File: config.mk
export PLATFORM = sky130hd
export DESIGN_NAME = wb_stage
export DESIGN_NICKNAME = d
export VERILOG_FILES = /design/src/rtl/scc_pkg.sv /design/src/rtl/wb_cond_eval.sv /design/src/rtl/wb_stage.sv
export SDC_FILE = /design/constraint.sdc
export NUM_CORES = 1
export LEC_CHECK = 0
export CORE_ASPECT_RATIO = 1.2
export CORE_MARGIN = 5
export CORE_UTILIZATION = 59
export CTS_BUF_LIST = sky130_fd_sc_hd__clkbuf_4
export DETAILED_ROUTE_END_ITERATION = 8
export PLACE_DENSITY = 0.83
export SLEW_MARGIN = 30
export SYNTH_ARGS = -nofsm -noshare
export SYNTH_HDL_FRONTEND = slang
export SYNTH_SLANG_ARGS = --single-unit
File: constraint.sdc
create_clock -name clk -period 10.9 [get_ports clk]
set_input_delay 1.09 -clock clk [delete_from_list [all_inputs] [get_ports clk]]
set_output_delay 1.09 -clock clk [all_outputs]
set_load 0.02 [all_outputs]
File: src/rtl/scc_pkg.sv
// Shared definitions for the SCC pipeline: condition codes, class decode
// constants, writeback FSM states and CPSR flag bit positions.
package scc_pkg;

    localparam logic [3:0] COND_EQ = 4'b0000;
    localparam logic [3:0] COND_NE = 4'b0001;
    localparam logic [3:0] COND_CS = 4'b0010;
    localparam logic [3:0] COND_CC = 4'b0011;
    localparam logic [3:0] COND_MI = 4'b0100;
    localparam logic [3:0] COND_PL = 4'b0101;
    localparam logic [3:0] COND_VS = 4'b0110;
    localparam logic [3:0] COND_VC = 4'b0111;
    localparam logic [3:0] COND_HI = 4'b1000;
    localparam logic [3:0] COND_LS = 4'b1001;
    localparam logic [3:0] COND_GE = 4'b1010;
    localparam logic [3:0] COND_LT = 4'b1011;
    localparam logic [3:0] COND_GT = 4'b1100;
    localparam logic [3:0] COND_LE = 4'b1101;
    localparam logic [3:0] COND_AL = 4'b1110;
    localparam logic [3:0] COND_NV = 4'b1111;

    // Class decode: first_ld value selecting move/shift, and alu_oc codes
    localparam logic [1:0] FIRST_LD_MOV     = 2'b00;
    localparam logic [2:0] MOV_LAST_WR_OC   = 3'b101;
    localparam logic [2:0] BR_UNCOND_OC     = 3'b000;
    localparam logic [2:0] BR_COND_OC       = 3'b001;

    localparam int FLAG_N = 3;
    localparam int FLAG_C = 2;
    localparam int FLAG_Z = 1;
    localparam int FLAG_V = 0;

    typedef enum logic {
        WB_RUN,
        WB_FLUSH
    } wb_state_e;

endpackage

File: src/rtl/wb_cond_eval.sv
// Branch condition evaluator: decides whether b_cond holds for a given
// set of committed flags. Purely combinational.
module wb_cond_eval
    import scc_pkg::*;
(
    input  logic [3:0] b_cond,
    input  logic [3:0] cpsr,
    output logic       take
);

    logic n, c, z, v;

    assign n = cpsr[FLAG_N];
    assign c = cpsr[FLAG_C];
    assign z = cpsr[FLAG_Z];
    assign v = cpsr[FLAG_V];

    always_comb begin
        take = 1'b0;
        case (b_cond)
            COND_EQ: take = z;
            COND_NE: take = !z;
            COND_CS: take = c;
            COND_CC: take = !c;
            COND_MI: take = n;
            COND_PL: take = !n;
            COND_VS: take = v;
            COND_VC: take = !v;
            COND_HI: take = c && !z;
            COND_LS: take = !(c && !z);
            COND_GE: take = (n == v);
            COND_LT: take = (n != v);
            COND_GT: take = !z && (n == v);
            COND_LE: take = !(!z && (n == v));
            COND_AL: take = 1'b1;
            COND_NV: take = 1'b0;
            default: take = 1'b0;
        endcase
    end

endmodule

File: src/rtl/wb_stage.sv
// Writeback and branch-resolution stage: commits results to the register
// file, maintains CPSR and PC, and resolves branches with a flush bubble.
module wb_stage
    import scc_pkg::*;
#(
    parameter logic [31:0] RESET_PC = 32'h0000_0000,
    parameter int          NREGS    = 8
) (
    input  logic        clk,
    input  logic        rst,
    input  logic        ex_valid,
    output logic        ex_ready,
    input  logic [1:0]  first_ld,
    input  logic        special_encoding,
    input  logic [3:0]  second_ld,
    input  logic [2:0]  alu_oc,
    input  logic [3:0]  b_cond,
    input  logic [2:0]  dest_reg,
    input  logic [15:0] offset,
    input  logic [32:0] result,
    input  logic [3:0]  flags_in,
    input  logic [2:0]  rd_addr_a,
    input  logic [2:0]  rd_addr_b,
    output logic [31:0] rd_data_a,
    output logic [31:0] rd_data_b,
    output logic [3:0]  cpsr,
    output logic [31:0] pc,
    output logic        branch_taken,
    output logic [31:0] branch_target
);

    wb_state_e   state, state_next;
    logic [31:0] regs [NREGS];

    logic        accept;
    logic        is_alu, is_mov, is_branch;
    logic        rf_we;
    logic        cond_take;
    logic        br_take;
    logic [31:0] br_offset;
    logic [31:0] br_target_calc;
    logic        unused_inputs;

    assign ex_ready = (state == WB_RUN);
    assign accept   = ex_valid && ex_ready;

    assign is_alu    = special_encoding;
    assign is_mov    = !special_encoding && (first_ld == FIRST_LD_MOV);
    assign is_branch = !is_alu && !is_mov;

    assign rf_we = accept && (is_alu || (is_mov && (alu_oc <= MOV_LAST_WR_OC)));

    // Conditional branches see only flags committed by earlier instructions
    wb_cond_eval u_cond_eval (
        .b_cond (b_cond),
        .cpsr   (cpsr),
        .take   (cond_take)
    );

    assign br_take = accept && is_branch &&
                     ((alu_oc == BR_UNCOND_OC) || ((alu_oc == BR_COND_OC) && cond_take));

    assign br_offset      = {{14{offset[15]}}, offset, 2'b00};
    assign br_target_calc = pc + br_offset;

    // Carry-out travels in flags_in; low second_ld bits have no role here
    assign unused_inputs = ^{result[32], second_ld[2:0]};

    assign rd_data_a = (rf_we && (rd_addr_a == dest_reg)) ? result[31:0] : regs[rd_addr_a];
    assign rd_data_b = (rf_we && (rd_addr_b == dest_reg)) ? result[31:0] : regs[rd_addr_b];

    always_ff @(posedge clk or posedge rst) begin
        if (rst) begin
            for (int i = 0; i < NREGS; i++) begin
                regs[i] <= '0;
            end
        end else if (rf_we) begin
            regs[dest_reg] <= result[31:0];
        end
    end

    always_ff @(posedge clk or posedge rst) begin
        if (rst) begin
            cpsr <= '0;
        end else if (accept && is_alu) begin
            cpsr[FLAG_C] <= flags_in[FLAG_C];
            cpsr[FLAG_Z] <= flags_in[FLAG_Z];
            cpsr[FLAG_V] <= flags_in[FLAG_V];
            if (second_ld[3]) begin
                cpsr[FLAG_N] <= flags_in[FLAG_N];
            end
        end
    end

    always_ff @(posedge clk or posedge rst) begin
        if (rst) begin
            pc            <= RESET_PC;
            branch_taken  <= 1'b0;
            branch_target <= '0;
        end else begin
            branch_taken <= br_take;
            if (br_take) begin
                pc            <= br_target_calc;
                branch_target <= br_target_calc;
            end else if (accept) begin
                pc <= pc + 32'd4;
            end
        end
    end

    always_ff @(posedge clk or posedge rst) begin
        if (rst) begin
            state <= WB_RUN;
        end else begin
            state <= state_next;
        end
    end

    // A taken branch costs exactly one bubble while fetch redirects
    always_comb begin
        state_next = state;
        case (state)
            WB_RUN:   if (br_take) state_next = WB_FLUSH;
            WB_FLUSH: state_next = WB_RUN;
            default:  state_next = WB_RUN;
        endcase
    end

endmodule
==> results of run 1 <==
[registers in the layout, indices dropped and copies added (netlist names)]
register and cells:
pc 30, cpsr 4, branch_target 30, branch_taken 1
state 1, regs 256
[tightest hold or removal path, cell delays in order, from the launching register on]
cell and delay (ps):
dfrtp_1 340, nand2_1 50, o21ai_0 60
[per-layer routing]
metal,share of wire,vias to the layer above,wire (um),GRT usage
met5,0.00019,-,9,0
met4,0.034,2,1630,0.122
met3,0.075,127,3600,0.0639
met2,0.51,538,24500,0.469
met1,0.38,6985,18400,0.326
li1,-,6191,-,-
[metrics by stage]
stage | total power, mW | utilization | hold WS (ps) | setup slack, ps
floorplan | 3.11 | - | 491 | 897
global route | 5.18 | 0.701 | 512 | 5450
detailed placement | 3.86 | 0.668 | 467 | 5510
CTS | 4.91 | 0.701 | 482 | 5510
global placement | 3.77 | 0.668 | 459 | 5550
finish | 4.89 | 0.701 | 478 | 5560
[layout by cell type (no fill, tap or decap), types with 8 or more instances in the layout]
cell | Yosys | final
inv_1 | 17 | 16
mux2_2 | 261 | 261
nand3_1 | 19 | 17
o21ai_0 | 103 | 102
nor2_1 | 40 | 40
ha_1 | 30 | 30
nand4_1 | 13 | 13
a21oi_1 | 59 | 59
clkbuf_4 | 0 | 121
dfrtp_1 | 322 | 322
xor2_1 | 20 | 20
a21o_1 | 8 | 8
mux2i_1 | 68 | 68
nand2_1 | 167 | 166
mux4_2 | 128 | 128
clkdlybuf4s50_1 | 0 | 198
o21a_1 | 9 | 9
o22ai_1 | 8 | 8
buf_4 | 4 | 20
clkinv_1 | 0 | 12
nor3_1 | 12 | 12
xnor2_1 | 18 | 18
[report_power, final]
group          leakage [nW]  internal [mW]  switching (mW)  total [mW]
sequential             3.93           1.54           0.305        1.84
clock                 0.614          0.532           0.497        1.03
combinational          4.78           1.03           0.992        2.02
total                  9.33           3.10            1.79        4.89
[area by class of cell]
class | count | area [um^2]
Antenna cell | 2 | 5.00
Clock inverter | 20 | 119
Fill cell | 2211 | 9390
Clock buffer | 121 | 908
Sequential cell | 322 | 8060
Multi-Input combinational cell | 1076 | 10200
Tap cell | 401 | 502
Timing Repair Buffer | 228 | 2220
Inverter | 17 | 71.3
[cells by family (layout without fill, tap and decap cells)]
logic type,Yosys count,count (layout),synth area share
simple gates,301,301,0.0766
xor+xnor,38,38,0.0177
fa+ha+maj,31,31,0.0210
buf+inv,151,386,0.0328
other cells,1,6,0.000200
flops,322,322,0.429
compound gates,245,245,0.0769
mux,457,457,0.346
[path summary, 6_finish.rpt]
check / end / slack [ps]
hold / removal: branch_target[4] / 480
setup reg to reg: pc[7] / 7420
max in group asynchronous: regs[123] / 8090
setup / recovery: rd_data_b[21] / 5560
min in group asynchronous: pc[24] / 910
hold reg to reg: branch_target[4] / 480
==> metrics.csv, run 1 <==
metric;value;unit
status;completed;
Leak;9.33;nW
clk_lat worst skew;740;ps
Mapped Cells;1546;
design area;0.0221;mm^2
min-delay worst type;reg -> reg;
Synth top area share;0.429;
maxcap violations;0;
Routability Congestion;0.881;
nets@finish;1840;
layout cells sized above 1;0.321;
TritonCTS Buffers;85;
TritonCTS clock tree;built;
most frequent cells after synthesis;dfrtp_1, mux2_2, nand2_1;
hold buffer count at CTS;0;
Detail Route Antenna Nets;0;
first-pass GRT wire length;77100;um
endpoints failing hold;0;
CP delay by family, top;buffers and inverters;
R2R cell count;10;
Slew HR;0.415;
final wirelength;48100;um
skew final;48.0;ps
Startpoint Class;input port;
Unique masters post-synth;68;
Die X;173;um
1st-iter DRT viols;845;
post-synthesis sequential area ratio;0.429;
Post-synth EDFFs;0;
Worst Path Arrival;4250;ps
Post-Place Cells;2044;
critical path's largest stage delay;740;ps
Power Density;222;mW/mm^2
Initial Utilization;0.598;
GRT Overall Usage;0.271;
required time of the critical path;9810;ps
Routed WL per cell;22.0;um
Die ar.;0.0355;mm^2
fin cells;2187;
top cells by area, synth;dfrtp_1, mux2_2, mux4_2;
Worst setup EP type;output pin;
die height;206;um
Final setup viols;0;
Final Max Tran Viols;0;
YS warnings;0;
# IOs;213;
crit-path cells;clkdlybuf4s50_1 -> nor2b_2 -> buf_4 -> o21ai_1 -> nor4_4 -> buf_4 -> nand2_1 -> o21ai_0 -> clkdlybuf4s50_1;
Final HPWL DP;30700;um
Peak VDD IR;0.169;mV
vias;13800;
most frequent cell after synthesis;dfrtp_1;
buffer and inverter count on the worst path;4;
final worst-path cycle share;0.490;
RSZ-0062 raised after global routing;false;
reg2reg start;cpsr[3];
total setup buffers inserted after CTS;0;
Setup CP Type;in -> out;
CTS clock-pin slew for the worst setup and hold paths;60;ps
port bufs;204;
GRT Residual Overflow;0;
Max Freq;187;MHz
register bit total from synthesis;322;
drt first pass iters;5;
share of flip-flops with an asynchronous set or reset;1.00;
setup TNS;0;ps
Crit. Startpoint;ex_valid;
hold path start;branch_target[4];
CP Depth;9;
CP max FO;40;
number of global-route vias before repair;14900;
DR vias/cell;6.33;
H-tree depth;3;
core area;0.0314;mm^2
pin count of the biggest net entering global routing;109;
Synth area leader;dfrtp_1;
area grow syn2layout;17.4;%
Syn Area/Cell;12.2;um^2
Most used DFF post-synth;dfrtp_1;
placed cell area;0.0210;mm^2
Residual DRC;0;
Least-Margin Pin Slew;877;ps
hold-critical path depth;2;
synthesized cell area;0.0188;mm^2
site row count;71;
CTS Root Cell;clkbuf_4;
CTS resizes;0;
initial antenna violation count;3;
fin crit period;5340;ps
CTS max path bufs;3;
Slowest cell on crit path;clkdlybuf4s50_1;
Clock Sinks;322;
Note: power is estimated with default switching activity, not from simulation.
==> run 2, diff against run 1 <==
--- a/config.mk
+++ b/config.mk
@@ -7,10 +7,10 @@
 export LEC_CHECK = 0
 export CORE_ASPECT_RATIO = 1.2
 export CORE_MARGIN = 5
-export CORE_UTILIZATION = 59
+export CORE_UTILIZATION = 53
 export CTS_BUF_LIST = sky130_fd_sc_hd__clkbuf_4
 export DETAILED_ROUTE_END_ITERATION = 8
-export PLACE_DENSITY = 0.83
+export PLACE_DENSITY = 0.79
 export SLEW_MARGIN = 30
 export SYNTH_ARGS = -nofsm -noshare
 export SYNTH_HDL_FRONTEND = slang
==> constraint.sdc (replaced) <==
create_clock -name clk -period 4.45 [get_ports clk]
set_input_delay 0.445 -clock clk [delete_from_list [all_inputs] [get_ports clk]]
set_output_delay 0.445 -clock clk [all_outputs]
set_load 0.02 [all_outputs]
==> metrics.csv, run 2 (synthesis results as in run 1) <==
metric;value;unit
status;completed;
hold path start;flags_in[2];
Worst setup EP type;output pin;
port bufs;204;
post-layout util;0.637;
Regs by FF count;regs (256), branch_target (30), pc (30);
Slew HR;0.398;
layout cells sized above 1;0.323;
Final Max Tran Viols;0;
Clk pwr share;0.206;
CP delay by family, top;buffers and inverters;
crit-path cells;nor2b_2 -> o21ai_1 -> nor4_4 -> buf_4 -> nand2_1 -> o21ai_0 -> clkdlybuf4s50_1;
maxcap violations;0;
FF-to-FF setup slack;1300;ps
drt first pass iters;5;
pin count of the biggest net entering global routing;123;
Leak;9.41;nW
R2R cell count;11;
site row count;75;
CTS Root Cell;clkbuf_4;
fin crit period;3650;ps
CP Depth;7;
area grow syn2layout;18.7;%
switching power;4.34;mW
Clock Sinks;322;
number of global-route vias before repair;14600;
die height;216;um
Slowest cell on crit path;clkdlybuf4s50_1;
CTS clock-pin slew for the worst setup and hold paths;70;ps
R2R Path End;branch_target[26];
placed cell area;0.0213;mm^2
Die X;182;um
critical path's largest stage delay;700;ps
Max Freq;274;MHz
max FFs per register;256;
CTS max path bufs;3;
nets@finish;1850;
TritonCTS clock tree;built;
Worst Path Arrival;3200;ps
leading cell type in the layout, fill and taps excluded;dfrtp_1;
CP max FO;34;
endpoints failing hold;0;
TritonCTS Buffers;84;
Residual DRC;0;
vias;13800;
Final HPWL DP;31700;um
Place WS;826;ps
Least-Margin Pin Slew;903;ps
Die ar.;0.0393;mm^2
skew final;28.6;ps
H-tree depth;3;
initial antenna violation count;5;
design area;0.0223;mm^2
final worst-path cycle share;0.819;
Routability Congestion;0.858;
Sw Share;0.365;
Routed WL per cell;21.2;um
GRT Overall Usage;0.243;
Worst Hold Endpoint;cpsr[2];
Peak VDD IR;0.405;mV
# IOs;213;
clk_lat worst skew;710;ps
core area;0.0350;mm^2
Power Density;533;mW/mm^2
Setup CP Type;reg -> out;
Startpoint Class;register;
Initial Utilization;0.537;
required time of the critical path;4010;ps
1st-iter DRT viols;954;
Pwr Total;11.9;mW
Final setup viols;0;
Reg with most FFs;regs;
Comb pwr share;0.416;
sequential share of power;0.378;
Int Power;7.55;mW
buffer and inverter count on the worst path;2;
RSZ-0062 raised after global routing;false;
GRT Residual Overflow;0;
hold-critical path depth;2;
reg2reg start;pc[2];
PnR worst setup slack;803;ps
first-pass GRT wire length;77500;um
final wirelength;48100;um
min-delay worst type;in -> reg;
DR vias/cell;6.09;
Detail Route Antenna Nets;0;
commonest cells after routing, fill and taps aside;dfrtp_1, mux2_2, clkdlybuf4s50_1;
-- run 2: layout make-up --
| class | instances | area [um^2] |
|---|---|---|
| Clock inverter | 22 | 88.8 |
| Clock buffer | 122 | 916 |
| Antenna cell | 4 | 10.0 |
| Fill cell | 2623 | 12700 |
| Inverter | 17 | 67.6 |
| Sequential cell | 322 | 8060 |
| Timing Repair Buffer | 239 | 2410 |
| Multi-Input combinational cell | 1076 | 10200 |
| Tap cell | 462 | 578 |
-- run 2: per-stage QoR --
step / instances / hold WS (ps) / TNS, ps
after floorplan: 1549 / 491 / -93310
after global routing: 2263 / 287 / 0
after global placement: 2114 / 460 / 0
after CTS: 2260 / 268 / 0
after detailed placement: 2115 / 462 / 0
final: 2264 / 353 / 0
-- run 2: layer usage --
metal	wire length [um]	up-vias	GRT usage
met2	24100	510	0.405
met4	1370	4	0.0888
met5	29	-	0
met3	3540	99	0.0657
met1	19100	6980	0.308
li1	-	6200	-
-- run 2: worst max path at each step --
| stage | slack, ps | startpoint | to |
|---|---|---|---|
| 4_1_cts | 700 | state | rd_data_a[21] |
| 3_3_place_gp | 920 | alu_oc[2] | rd_data_a[25] |
| 2_1_floorplan | -290 | rst | branch_taken |
| 3_5_place_dp | 830 | offset[15] | branch_target[23] |
| 6_report | 800 | state | rd_data_b[10] |
| 5_1_grt | 480 | state | rd_data_a[21] |
-- run 2: power by group through the flow --
stage               registers, mW  logic (mW)  clock network, mW
global placement             4.42        4.81                  0
global route                 4.60        5.34               2.71
CTS                          4.47        4.96               2.55
detailed placement           4.52        4.93                  0
floorplan                    4.64        2.99                  0
finish                       4.50        4.95               2.45
-- run 2: timing repair --
action	in CTS	in global routing
buffers inserted	0	0
resized for setup	0	0
endpoints found under the setup margin	0	0
endpoints found under the hold margin	4	0
hold buffers	1	0
